[config.mk]
export PLATFORM = sky130hd
export DESIGN_NAME = pong_engine_param
export DESIGN_NICKNAME = d
export VERILOG_FILES = /design/src/rtl/pong_engine_param.sv
export SDC_FILE = /design/constraint.sdc
export NUM_CORES = 1
export LEC_CHECK = 0
export BUFFER_PORTS_ARGS = -buffer_cell sky130_fd_sc_hd__buf_2
export CELL_PAD_IN_SITES_DETAIL_PLACEMENT = 0
export CELL_PAD_IN_SITES_GLOBAL_PLACEMENT = 1
export CORE_MARGIN = 2
export CORE_UTILIZATION = 46
export DETAILED_ROUTE_END_ITERATION = 10
export PLACE_DENSITY = 0.87
export SYNTH_ARGS = -nofsm -noshare
export SYNTH_HDL_FRONTEND = slang
export SYNTH_SLANG_ARGS = --single-unit
[constraint.sdc]
create_clock -name ClkPort -period 7 [get_ports ClkPort]
set_input_delay 1.4 -clock ClkPort [delete_from_list [all_inputs] [get_ports ClkPort]]
set_output_delay 1.4 -clock ClkPort [all_outputs]
set_load 0.05 [all_outputs]
[src/rtl/pong_engine_param.sv]
// pong_engine_param
//   Parametrised, self-timed Pong game engine. Derives a frame tick from the
//   falling edge of vga_v_sync and runs the serve / play / point / game-over
//   state machine. Handles wall and paddle collisions, scoring and paddle
//   movement. Positions, scores and state are registered for the graphics
//   and seven-segment blocks.
//
//   Optional build macro: AI_RIGHT_EN
//     defined   -> right paddle tracks the ball centre; right_up/right_dn ignored
//     undefined -> right paddle follows right_up/right_dn
//
// Ports
//   ClkPort                  in   system clock
//   reset                    in   asynchronous, active-high reset
//   vga_v_sync               in   VGA vertical sync (active-low pulse)
//   start                    in   level; starts game from IDLE, returns OVER to IDLE
//   left_up/left_dn          in   left paddle controls (level)
//   right_up/right_dn        in   right paddle controls (level)
//   ball_x, ball_y           out  ball top-left corner
//   paddle_l_y, paddle_r_y   out  paddle top y
//   score_l, score_r         out  scores
//   state                    out  IDLE=0 SERVE=1 PLAY=2 POINT=3 OVER=4
//   frame_tick               out  one-cycle pulse per frame
//   game_over                out  high in OVER
module pong_engine_param #(
  parameter int POS_W         = 10,
  parameter int CANVAS_TOP    = 50,
  parameter int CANVAS_BOTTOM = 450,
  parameter int CANVAS_LEFT   = 50,
  parameter int CANVAS_RIGHT  = 600,
  parameter int BALL_SIZE     = 10,
  parameter int PADDLE_OFFSET = 20,
  parameter int PADDLE_HEIGHT = 50,
  parameter int PADDLE_WIDTH  = 10,
  parameter int PADDLE_STEP   = 4,
  parameter int BALL_STEP     = 2,
  parameter int SCORE_LIMIT   = 9,
  parameter int SERVE_FRAMES  = 60
) (
  input  logic             ClkPort,
  input  logic             reset,
  input  logic             vga_v_sync,
  input  logic             start,
  input  logic             left_up,
  input  logic             left_dn,
  input  logic             right_up,
  input  logic             right_dn,
  output logic [POS_W-1:0] ball_x,
  output logic [POS_W-1:0] ball_y,
  output logic [POS_W-1:0] paddle_l_y,
  output logic [POS_W-1:0] paddle_r_y,
  output logic [3:0]       score_l,
  output logic [3:0]       score_r,
  output logic [2:0]       state,
  output logic             frame_tick,
  output logic             game_over
);

  typedef enum logic [2:0] {
    ST_IDLE  = 3'd0,
    ST_SERVE = 3'd1,
    ST_PLAY  = 3'd2,
    ST_POINT = 3'd3,
    ST_OVER  = 3'd4
  } state_t;

  localparam int BALL_CX    = (CANVAS_LEFT + CANVAS_RIGHT - BALL_SIZE) / 2;
  localparam int BALL_CY    = (CANVAS_TOP + CANVAS_BOTTOM - BALL_SIZE) / 2;
  localparam int PADDLE_C   = (CANVAS_TOP + CANVAS_BOTTOM - PADDLE_HEIGHT) / 2;
  localparam int PADDLE_MIN = CANVAS_TOP;
  localparam int PADDLE_MAX = CANVAS_BOTTOM - PADDLE_HEIGHT;
  localparam int LEFT_FACE  = CANVAS_LEFT + PADDLE_OFFSET + PADDLE_WIDTH;
  localparam int RIGHT_FACE = CANVAS_RIGHT - PADDLE_OFFSET - PADDLE_WIDTH;
  localparam int CNT_W      = (SERVE_FRAMES < 2) ? 1 : $clog2(SERVE_FRAMES + 1);

  localparam logic [POS_W-1:0] BALL_CX_P  = POS_W'(BALL_CX);
  localparam logic [POS_W-1:0] BALL_CY_P  = POS_W'(BALL_CY);
  localparam logic [POS_W-1:0] PADDLE_C_P = POS_W'(PADDLE_C);
  localparam logic [3:0]       LIMIT      = 4'(SCORE_LIMIT);
  localparam logic [CNT_W-1:0] SERVE_INIT = CNT_W'(SERVE_FRAMES);

  state_t           st;
  logic             sync_a, sync_b, sync_c;
  logic             serve_right;
  logic [CNT_W-1:0] serve_cnt;
  logic             dx_neg, dy_neg;

  // Paddle arithmetic is done in 32-bit signed int so a step past either
  // edge cannot wrap before the clamp.
  int               pl_move, pr_move;
  logic [POS_W-1:0] pl_next, pr_next;
`ifdef AI_RIGHT_EN
  int               ai_diff;
`endif

  int               nx, ny;
  logic             overlap_l, overlap_r;
  logic [POS_W-1:0] play_x, play_y;
  logic             play_dx_neg, play_dy_neg;
  logic             miss_l, miss_r;

  assign state = st;

  function automatic logic [POS_W-1:0] clamp_paddle(input int v);
    if (v < PADDLE_MIN)      return POS_W'(PADDLE_MIN);
    else if (v > PADDLE_MAX) return POS_W'(PADDLE_MAX);
    else                     return POS_W'(v);
  endfunction

  function automatic logic [3:0] bump_score(input logic [3:0] s);
    return (s >= LIMIT) ? s : s + 4'd1;
  endfunction

  // Candidate paddle positions for this frame; only committed in moving states.
  always_comb begin
    pl_move = int'(paddle_l_y);
    if (left_up && !left_dn)      pl_move = pl_move - PADDLE_STEP;
    else if (left_dn && !left_up) pl_move = pl_move + PADDLE_STEP;

    pr_move = int'(paddle_r_y);
`ifdef AI_RIGHT_EN
    // Step toward lining up paddle centre with ball centre; dead band of
    // one step avoids dithering around the target.
    ai_diff = (int'(ball_y) + BALL_SIZE / 2) - (int'(paddle_r_y) + PADDLE_HEIGHT / 2);
    if (ai_diff >= PADDLE_STEP)       pr_move = pr_move + PADDLE_STEP;
    else if (ai_diff <= -PADDLE_STEP) pr_move = pr_move - PADDLE_STEP;
`else
    if (right_up && !right_dn)      pr_move = pr_move - PADDLE_STEP;
    else if (right_dn && !right_up) pr_move = pr_move + PADDLE_STEP;
`endif

    pl_next = clamp_paddle(pl_move);
    pr_next = clamp_paddle(pr_move);
  end

  // Ball motion for one PLAY frame. Paddle overlap uses the current ball and
  // paddle rows; a paddle hit takes priority over a miss on the same side.
  always_comb begin
    nx = int'(ball_x) + (dx_neg ? -BALL_STEP : BALL_STEP);
    ny = int'(ball_y) + (dy_neg ? -BALL_STEP : BALL_STEP);

    overlap_l = (int'(ball_y) + BALL_SIZE > int'(paddle_l_y)) &&
                (int'(ball_y) < int'(paddle_l_y) + PADDLE_HEIGHT);
    overlap_r = (int'(ball_y) + BALL_SIZE > int'(paddle_r_y)) &&
                (int'(ball_y) < int'(paddle_r_y) + PADDLE_HEIGHT);

    play_y      = POS_W'(ny);
    play_dy_neg = dy_neg;
    if (ny <= CANVAS_TOP) begin
      play_y      = POS_W'(CANVAS_TOP);
      play_dy_neg = 1'b0;
    end else if (ny + BALL_SIZE >= CANVAS_BOTTOM) begin
      play_y      = POS_W'(CANVAS_BOTTOM - BALL_SIZE);
      play_dy_neg = 1'b1;
    end

    play_x      = POS_W'(nx);
    play_dx_neg = dx_neg;
    miss_l      = 1'b0;
    miss_r      = 1'b0;
    if (dx_neg && nx <= LEFT_FACE && overlap_l) begin
      play_x      = POS_W'(LEFT_FACE);
      play_dx_neg = 1'b0;
    end else if (!dx_neg && nx + BALL_SIZE >= RIGHT_FACE && overlap_r) begin
      play_x      = POS_W'(RIGHT_FACE - BALL_SIZE);
      play_dx_neg = 1'b1;
    end else if (nx <= CANVAS_LEFT) begin
      miss_l = 1'b1;
    end else if (nx + BALL_SIZE >= CANVAS_RIGHT) begin
      miss_r = 1'b1;
    end
  end

  // Sync chain resets high (sync idle level) so leaving reset never looks
  // like a falling edge. All game state advances only in the frame_tick cycle.
  always_ff @(posedge ClkPort or posedge reset) begin
    if (reset) begin
      sync_a      <= 1'b1;
      sync_b      <= 1'b1;
      sync_c      <= 1'b1;
      frame_tick  <= 1'b0;
      st          <= ST_IDLE;
      ball_x      <= BALL_CX_P;
      ball_y      <= BALL_CY_P;
      paddle_l_y  <= PADDLE_C_P;
      paddle_r_y  <= PADDLE_C_P;
      score_l     <= 4'd0;
      score_r     <= 4'd0;
      serve_right <= 1'b1;
      serve_cnt   <= '0;
      dx_neg      <= 1'b0;
      dy_neg      <= 1'b0;
      game_over   <= 1'b0;
    end else begin
      sync_a     <= vga_v_sync;
      sync_b     <= sync_a;
      sync_c     <= sync_b;
      frame_tick <= sync_c & ~sync_b;

      if (frame_tick) begin
        if (st == ST_SERVE || st == ST_PLAY || st == ST_POINT) begin
          paddle_l_y <= pl_next;
          paddle_r_y <= pr_next;
        end

        case (st)
          ST_IDLE: begin
            ball_x <= BALL_CX_P;
            ball_y <= BALL_CY_P;
            if (start) begin
              st        <= ST_SERVE;
              serve_cnt <= SERVE_INIT;
            end
          end

          ST_SERVE: begin
            ball_x <= BALL_CX_P;
            ball_y <= BALL_CY_P;
            if (serve_cnt <= CNT_W'(1)) begin
              serve_cnt <= '0;
              dx_neg    <= ~serve_right;
              dy_neg    <= 1'b0;
              st        <= ST_PLAY;
            end else begin
              serve_cnt <= serve_cnt - CNT_W'(1);
            end
          end

          ST_PLAY: begin
            ball_x <= play_x;
            ball_y <= play_y;
            dx_neg <= play_dx_neg;
            dy_neg <= play_dy_neg;
            // The player who just scored receives the next serve.
            if (miss_l) begin
              score_r     <= bump_score(score_r);
              serve_right <= 1'b1;
              st          <= ST_POINT;
            end else if (miss_r) begin
              score_l     <= bump_score(score_l);
              serve_right <= 1'b0;
              st          <= ST_POINT;
            end
          end

          ST_POINT: begin
            if (score_l == LIMIT || score_r == LIMIT) begin
              st        <= ST_OVER;
              game_over <= 1'b1;
            end else begin
              ball_x    <= BALL_CX_P;
              ball_y    <= BALL_CY_P;
              serve_cnt <= SERVE_INIT;
              st        <= ST_SERVE;
            end
          end

          ST_OVER: begin
            if (start) begin
              st          <= ST_IDLE;
              game_over   <= 1'b0;
              ball_x      <= BALL_CX_P;
              ball_y      <= BALL_CY_P;
              paddle_l_y  <= PADDLE_C_P;
              paddle_r_y  <= PADDLE_C_P;
              score_l     <= 4'd0;
              score_r     <= 4'd0;
              serve_right <= 1'b1;
            end
          end

          default: begin
            st        <= ST_IDLE;
            game_over <= 1'b0;
          end
        endcase
      end
    end
  end

endmodule
==> impl_metrics.json, run 1 <==
{
  "status": "complete, no violations",
  "firstDrtPassIters": 5,
  "crit_fanout": 27,
  "synthToLayoutAreaGrowth_pct": 9.504,
  "cts_tree": "yes",
  "final_nets": 1143,
  "ant_nets": 0,
  "worstPathRequired_ns": 7.26,
  "met1_length_um": 10160,
  "maxCapViolations": 0,
  "viasPerCell": 6.147,
  "worstMarginPinSlew_ns": 0.9557,
  "postLayoutCellArea_mm2": 0.008506,
  "cts-root-buf": "clkbuf_16",
  "die_h_um": 133.9,
  "htree_levels": 3,
  "start_util_pct": 47.01,
  "crit_path_end_kind": "flop",
  "drive_above_1_share_pct": 12.69,
  "min_path_type": "reg -> reg",
  "dp_slack_ns": 1.495,
  "finalSetupViolCount": 0,
  "synth_seq_cells": 64,
  "clockBufferDepth": 2,
  "dp_cells": 1252,
  "ys_warn_count": 0,
  "route.detailed.drc": 0,
  "rsz0062_at_grt": "no",
  "startpoint": "dx_neg",
  "postLayoutCoreUtil_pct": 51.47,
  "finClkSkew_ns": 0.006391,
  "final.setup.tns_ns": 0,
  "drt_iter0_drc": 687,
  "p_leak_nw": 3.629,
  "grt_overflow_total": 0,
  "synth.area.mux_share_pct": 1.047,
  "layout_setup_ws_ns": 1.436,
  "fin_cells": 1268,
  "ys_types": 91,
  "hpwl_um": 16790,
  "highest_layer": "met4",
  "wl_per_cell_um": 17.26,
  "wirelength_um": 21890,
  "grt_pass1_vias": 7129,
  "post_cts_resized": 0,
  "pin_count": 61,
  "cp-start-kind": "flop",
  "wl_met2_um": 10080,
  "core_area_mm2": 0.01652,
  "dieArea_mm2": 0.01794,
  "hold_start": "sync_a",
  "cp.arrival_ns": 5.82,
  "syn_area_mm2": 0.007767,
  "syn-instance-count": 1001,
  "r2r-start": "dx_neg",
  "clock_latency_ns": 0.34,
  "antennaDiodeCount": 0,
  "die_x_um": 133.9,
  "layout_common_cells": "ha_1, nand2_1, nor2_1, o21ai_0, a21oi_1",
  "async_reset_ff_share_pct": 100.0,
  "syn_area_per_cell_um2": 7.760,
  "grt_usage_pct": 24.66,
  "synthFlopType": "dfrtp_1",
  "final_max_slew_viol_count": 0,
  "synth_seq_area_share_pct": 20.94,
  "nFillCells": 1659,
  "antenna_found_initial": 0,
  "crit_type": "reg -> reg",
  "grt_max_degree": 65,
  "fin_crit_sh_pct": 79.49,
  "min_period_ns": 5.564,
  "cts_num_sinks": 64,
  "synth_edf_count": 0,
  "irDropWorstVdd_mv": 0.1672,
  "holdWs_ns": 0.3558,
  "wl_met3_um": 1243,
  "placed_cell_area_mm2": 0.008214,
  "layout_commonest_cell": "ha_1",
  "max_slew_margin_pct": 35.86,
  "synth_fa_ha_area_share_pct": 15.01,
  "portBuffers": 59,
  "grt_pass1_wl_um": 36230,
  "gp_congestion": 0.9670,
  "synth.net_count": 1101,
  "fmax_mhz": 179.7,
  "p_total_mw": 1.876,
  "path_clk_slew_ns": 0.06,
  "p_per_area_mw_per_mm2": 220.6,
  "synthXorXnorAreaFrac_pct": 5.847,
  "synth-simple-area-share_pct": 25.23,
  "cts_made_buffers": 9,
  "synth_compound_area_share_pct": 26.90,
  "postCtsSetupBuffers": 0,
  "hold_viol": 0,
  "vias": 7795,
  "fp-row-count": 47,
  "synth_top_family_by_area": "compound AO/OA/AOI/OAI gates",
  "cts_hold_buf": 0
}
==> layout make-up <==
class                           instances  area (µm²)  area share, %
Clock buffer                           12       246.5          2.898
Sequential cell                        64        1627          19.12
Tap cell                              220       275.3          3.236
Timing Repair Buffer                   61       310.3          3.648
Inverter                               66       247.7          2.913
Multi-Input combinational cell        841        5754          67.65
Clock inverter                          4       45.04         0.5296
==> power by group <==
group,leakage [nW],internal [mW],switching [mW],total (mW)
Combinational,2.73,0.333,0.556,0.888
Clock,0.146,0.284,0.169,0.453
Sequential,0.751,0.430,0.105,0.535
==> final timing paths <==
| kind | endpoint | slack (ns) | depth (start not counted) |
|---|---|---|---|
| worst max-delay path | score_l[2] | 1.44 | 20 |
| worst min-delay path | sync_b | 0.36 | 0 |
| worst max register to register | score_l[2] | 1.44 | 20 |
| worst min register to register | sync_b | 0.36 | 0 |
| max in group asynchronous | ball_y[8] | 5.16 | 3 |
| min in group asynchronous | serve_cnt[4] | 1.29 | 3 |
==> routing by layer <==
metal / vias up / GRT usage (%)
met1: 3693 / 34.38
met3: 34 / 3.968
met2: 259 / 39.86
met4: 0 / 6.265
met5: - / 0
li1: 3809 / -
==> logic make-up after synthesis <==
group / count (synthesis)
simple gates: 382
compound gates: 307
buf+inv: 96
fa+ha+maj: 92
flops: 64
xor+xnor: 51
mux: 8
other cells: 1
==> worst max-delay path: stages, from the launching register on <==
cell and delay, ns:
dfrtp_1 0.32, buf_4 0.30, inv_1 0.21, fa_1 0.46, nand2b_1 0.24, a211oi_2 0.37
o21ai_0 0.21, nand2_1 0.16, inv_1 0.11, ha_1 0.31, or3_1 0.35, nor4_1 0.28
o221ai_1 0.21, or4_1 0.45, nand3_1 0.10, nor4b_2 0.24, nand4_1 0.22, o31ai_4 0.35
o211ai_4 0.17, a21oi_1 0.21, mux2i_1 0.20
==> synthesized netlist by cell type, drive strengths merged, types with 3 or more instances <==
| cell | n | area [µm²] |
|---|---|---|
| nor4 | 15 | 106.4 |
| nand2b | 16 | 100.1 |
| o31ai | 9 | 108.9 |
| a21oi | 68 | 344.1 |
| xor2 | 11 | 103.9 |
| o22a | 4 | 35.03 |
| dfstp | 20 | 525.5 |
| nand3 | 40 | 210.2 |
| mux2i | 7 | 70.07 |
| ha | 90 | 1126 |
| and3 | 16 | 100.1 |
| a32o | 3 | 31.28 |
| o22ai | 10 | 62.56 |
| a221o | 3 | 30.03 |
| dfrtp | 44 | 1101 |
| a21o | 16 | 120.1 |
| or2 | 12 | 77.58 |
| and2 | 3 | 18.77 |
| clkbuf | 22 | 82.58 |
| o21ai | 76 | 384.1 |
| a2111oi | 4 | 36.29 |
| nor3 | 35 | 175.2 |
| nand4 | 23 | 150.1 |
| nand2 | 88 | 332.8 |
| nor2 | 85 | 321.6 |
| a41oi | 3 | 26.28 |
| nand3b | 4 | 30.03 |
| nor2b | 11 | 68.82 |
| a21boi | 5 | 37.54 |
| a311oi | 3 | 26.28 |
| or3 | 13 | 81.33 |
| a211oi | 16 | 152.7 |
| a22o | 4 | 35.03 |
| a22oi | 5 | 37.54 |
| o211ai | 17 | 141.4 |
| a31oi | 14 | 87.58 |
| buf | 8 | 56.30 |
| nor3b | 3 | 22.52 |
| or4 | 10 | 78.82 |
| o21a | 21 | 158.9 |
| xnor2 | 40 | 350.3 |
| inv | 65 | 244.0 |
| o41ai | 3 | 26.28 |
| o2111ai | 4 | 35.03 |
==> flip-flops by register name, indices dropped and copies added, names as in the netlist <==
name	cells
serve_cnt	6
paddle_r_y	10
score_r	4
frame_tick	1
sync_b	1
serve_right	1
ball_x	9
dy_neg	1
paddle_l_y	10
sync_a	1
dx_neg	1
game_over	1
state	3
ball_y	10
sync_c	1
score_l	4
(Power assumes the default switching activity.)
==> inputs of run 2 (changes only) <==
--- a/config.mk
+++ b/config.mk
@@ -5,13 +5,14 @@
 export SDC_FILE = /design/constraint.sdc
 export NUM_CORES = 1
 export LEC_CHECK = 0
+export ABC_AREA = 1
 export BUFFER_PORTS_ARGS = -buffer_cell sky130_fd_sc_hd__buf_2
 export CELL_PAD_IN_SITES_DETAIL_PLACEMENT = 0
 export CELL_PAD_IN_SITES_GLOBAL_PLACEMENT = 1
 export CORE_MARGIN = 2
-export CORE_UTILIZATION = 46
+export CORE_UTILIZATION = 45
 export DETAILED_ROUTE_END_ITERATION = 10
-export PLACE_DENSITY = 0.87
+export PLACE_DENSITY = 0.88
 export SYNTH_ARGS = -nofsm -noshare
 export SYNTH_HDL_FRONTEND = slang
 export SYNTH_SLANG_ARGS = --single-unit
==> constraint.sdc (replaced) <==
create_clock -name ClkPort -period 5.5 [get_ports ClkPort]
set_input_delay 1.1 -clock ClkPort [delete_from_list [all_inputs] [get_ports ClkPort]]
set_output_delay 1.1 -clock ClkPort [all_outputs]
set_load 0.05 [all_outputs]
==> run 2 against run 1 <==
Net effect:
- cell area up 12%
- first-iteration DRC count down 3.5%
- utilization down 0.89 points
- highest routed layer unchanged
- sequential share of layout area down 2.0 points
- routed wire length up 14%
- synthesized cell count up 36%
- worst hold slack better by 0.0012 ns
- clock skew down 0.00064 ns
- die area up 13%
- fmax up 22%
==> impl_metrics.json, run 2 <==
{
  "r2r-end": "score_l[3]",
  "grt_overflow_total": 0,
  "crit_path_end_kind": "flop",
  "cpLargestDelayFamily": "simple AND/OR/NAND/NOR gates",
  "cp.arrival_ns": 4.79,
  "synth_commonest_cells": "nand2_1, inv_1, nor2_1",
  "synth.area.mux_share_pct": 0,
  "slowest_stage": "dfrtp_1",
  "largest_registers": "ball_y (10), paddle_l_y (10), paddle_r_y (10)",
  "worstHoldEndpoint": "sync_b",
  "worstMarginPinSlew_ns": 0.8340,
  "yosysTopAreaCellShare_pct": 15.23,
  "fp-row-count": 50,
  "viasPerCell": 5.386,
  "die_x_um": 142.7,
  "worstPathRequired_ns": 5.73,
  "cts_num_sinks": 64,
  "dp_slack_ns": 0.9710,
  "synth_seq_area_share_pct": 18.80,
  "gp_congestion": 0.9516,
  "finalSetupViolCount": 0,
  "maxCapViolations": 0,
  "synthXorXnorAreaFrac_pct": 7.102,
  "pin_count": 61,
  "crit_type": "reg -> reg",
  "drive_above_1_share_pct": 13.56,
  "clock_latency_ns": 0.34,
  "synth.net_count": 1461,
  "grt_max_degree": 65,
  "layout_setup_ws_ns": 0.9367,
  "synth_compound_area_share_pct": 11.19,
  "syn_area_mm2": 0.008651,
  "rsz0062_at_grt": "no",
  "synth_edf_count": 0,
  "path_common_cell": "nand2_1",
  "cts_hold_buf": 0,
  "postCtsSetupBuffers": 0,
  "start_util_pct": 46.09,
  "dieArea_mm2": 0.02035,
  "vias": 8924,
  "final_nets": 1518,
  "fin_crit_sh_pct": 82.97,
  "reg2reg_depth": 25,
  "ys_types": 57,
  "status": "complete, no violations",
  "r2r-start": "dx_neg",
  "grt_pass1_wl_um": 41420,
  "route.detailed.drc": 0,
  "crit_fanout": 13,
  "hold_viol": 0,
  "yosysMostFrequentCell": "nand2_1",
  "synthToLayoutAreaGrowth_pct": 9.734,
  "grt_usage_pct": 25.05,
  "htree_levels": 3,
  "clockBufferDepth": 2,
  "slowest_delay_ns": 0.69,
  "syn_area_per_cell_um2": 6.356,
  "max_slew_margin_pct": 44.40,
  "antennaDiodeCount": 0,
  "final_max_slew_viol_count": 0,
  "syn-instance-count": 1361,
  "cts-root-buf": "clkbuf_16",
  "synth_seq_cells": 64,
  "layout_common_cells": "nand2_1, inv_1, nor2_1, nand3_1, ha_1",
  "synth_top_family_by_area": "simple AND/OR/NAND/NOR gates",
  "yosysTopAreaCell": "nand2_1",
  "synth-simple-area-share_pct": 39.80,
  "drt_iter0_drc": 663,
  "hold_depth": 0,
  "hold_start": "sync_a",
  "synthFlopType": "dfrtp_1",
  "cp-start-kind": "flop",
  "async_reset_ff_share_pct": 100.0,
  "path_clk_slew_ns": 0.06,
  "wl_per_cell_um": 15.10,
  "wirelength_um": 25020,
  "regToRegSetupSlack_ns": 0.94,
  "final.setup.tns_ns": 0,
  "antenna_found_initial": 0,
  "cts_made_buffers": 9,
  "fmax_mhz": 219.1,
  "hpwl_um": 20080,
  "min_path_type": "reg -> reg",
  "layout_commonest_cell": "nand2_1",
  "firstDrtPassIters": 5,
  "die_h_um": 142.7,
  "path_buf_inv": 3,
  "ant_nets": 0,
  "portBuffers": 59,
  "cts_tree": "yes",
  "finClkSkew_ns": 0.005751,
  "min_period_ns": 4.563,
  "synth.top_cells.by_area": "nand2_1, ha_1, dfrtp_1",
  "synth_fa_ha_area_share_pct": 13.48,
  "ys_warn_count": 0,
  "core_area_mm2": 0.01877,
  "grt_pass1_vias": 8250,
  "post_cts_resized": 0
}
[run 2: layer usage]
layer  global-route usage (%)  vias up  wire, µm
met5                        0        -         0
met3                    2.347       37       783
met1                    35.02     4086     12000
li1                         -     4585         -
met4                    6.722        0       512
met2                    41.47      216     11730
[run 2: logic make-up (layout without fill, tap and decap cells)]
| kind of cell | count (synthesis) | in the layout |
|---|---|---|
| AOI/OAI and AO/OA | 166 | 166 |
| xor gates and xnor gates | 65 | 65 |
| adders and majority gates | 92 | 92 |
| buffers and inverters | 218 | 280 |
| DFF | 64 | 64 |
| other | 1 | 1 |
| and+or+nand+nor | 755 | 755 |
[run 2: cell type report]
| type | instances | area [µm²] |
|---|---|---|
| Fill cell | 1979 | 9275 |
| Multi-Input combinational cell | 1079 | 6196 |
| Sequential cell | 64 | 1627 |
| Inverter | 199 | 747.0 |
| Timing Repair Buffer | 65 | 340.3 |
| Tap cell | 234 | 292.8 |
| Clock buffer | 10 | 229.0 |
| Clock inverter | 6 | 61.31 |
[run 2: metrics by stage]
step	util [%]	std cells	hold WS, ns	instance area (µm²)
6_report	50.58	1657	0.3570	9493
3_3_place_gp	49.03	1641	0.3465	9203
5_1_grt	50.58	1657	0.3595	9493
4_1_cts	50.58	1657	0.3582	9493
3_5_place_dp	49.03	1641	0.3494	9203
2_1_floorplan	-	1361	0.3452	8651
[run 2: worst max-delay path by stage]
stage / from / endpoint / depth (start not counted)
finish: dx_neg / score_l[3] / 25
global route: dx_neg / score_l[0] / 27
CTS: dx_neg / score_l[0] / 25
detailed placement: dx_neg / score_l[2] / 25
global placement: dx_neg / score_l[1] / 26
floorplan: dx_neg / score_l[0] / 28
[run 2: worst register-to-register path, delay by kind of cell (launching register included)]
kind	cells	cell delay (ns)
and+or+nand+nor	19	2.39
AOI/OAI and AO/OA	1	0.09
DFF	1	0.69
adders and majority gates	2	0.81
buffers and inverters	3	0.49
Power of run 2 is left out: the tool's default activity adds up to more than one toggle a clock period on the data nets, which glitch-free logic cannot reach.
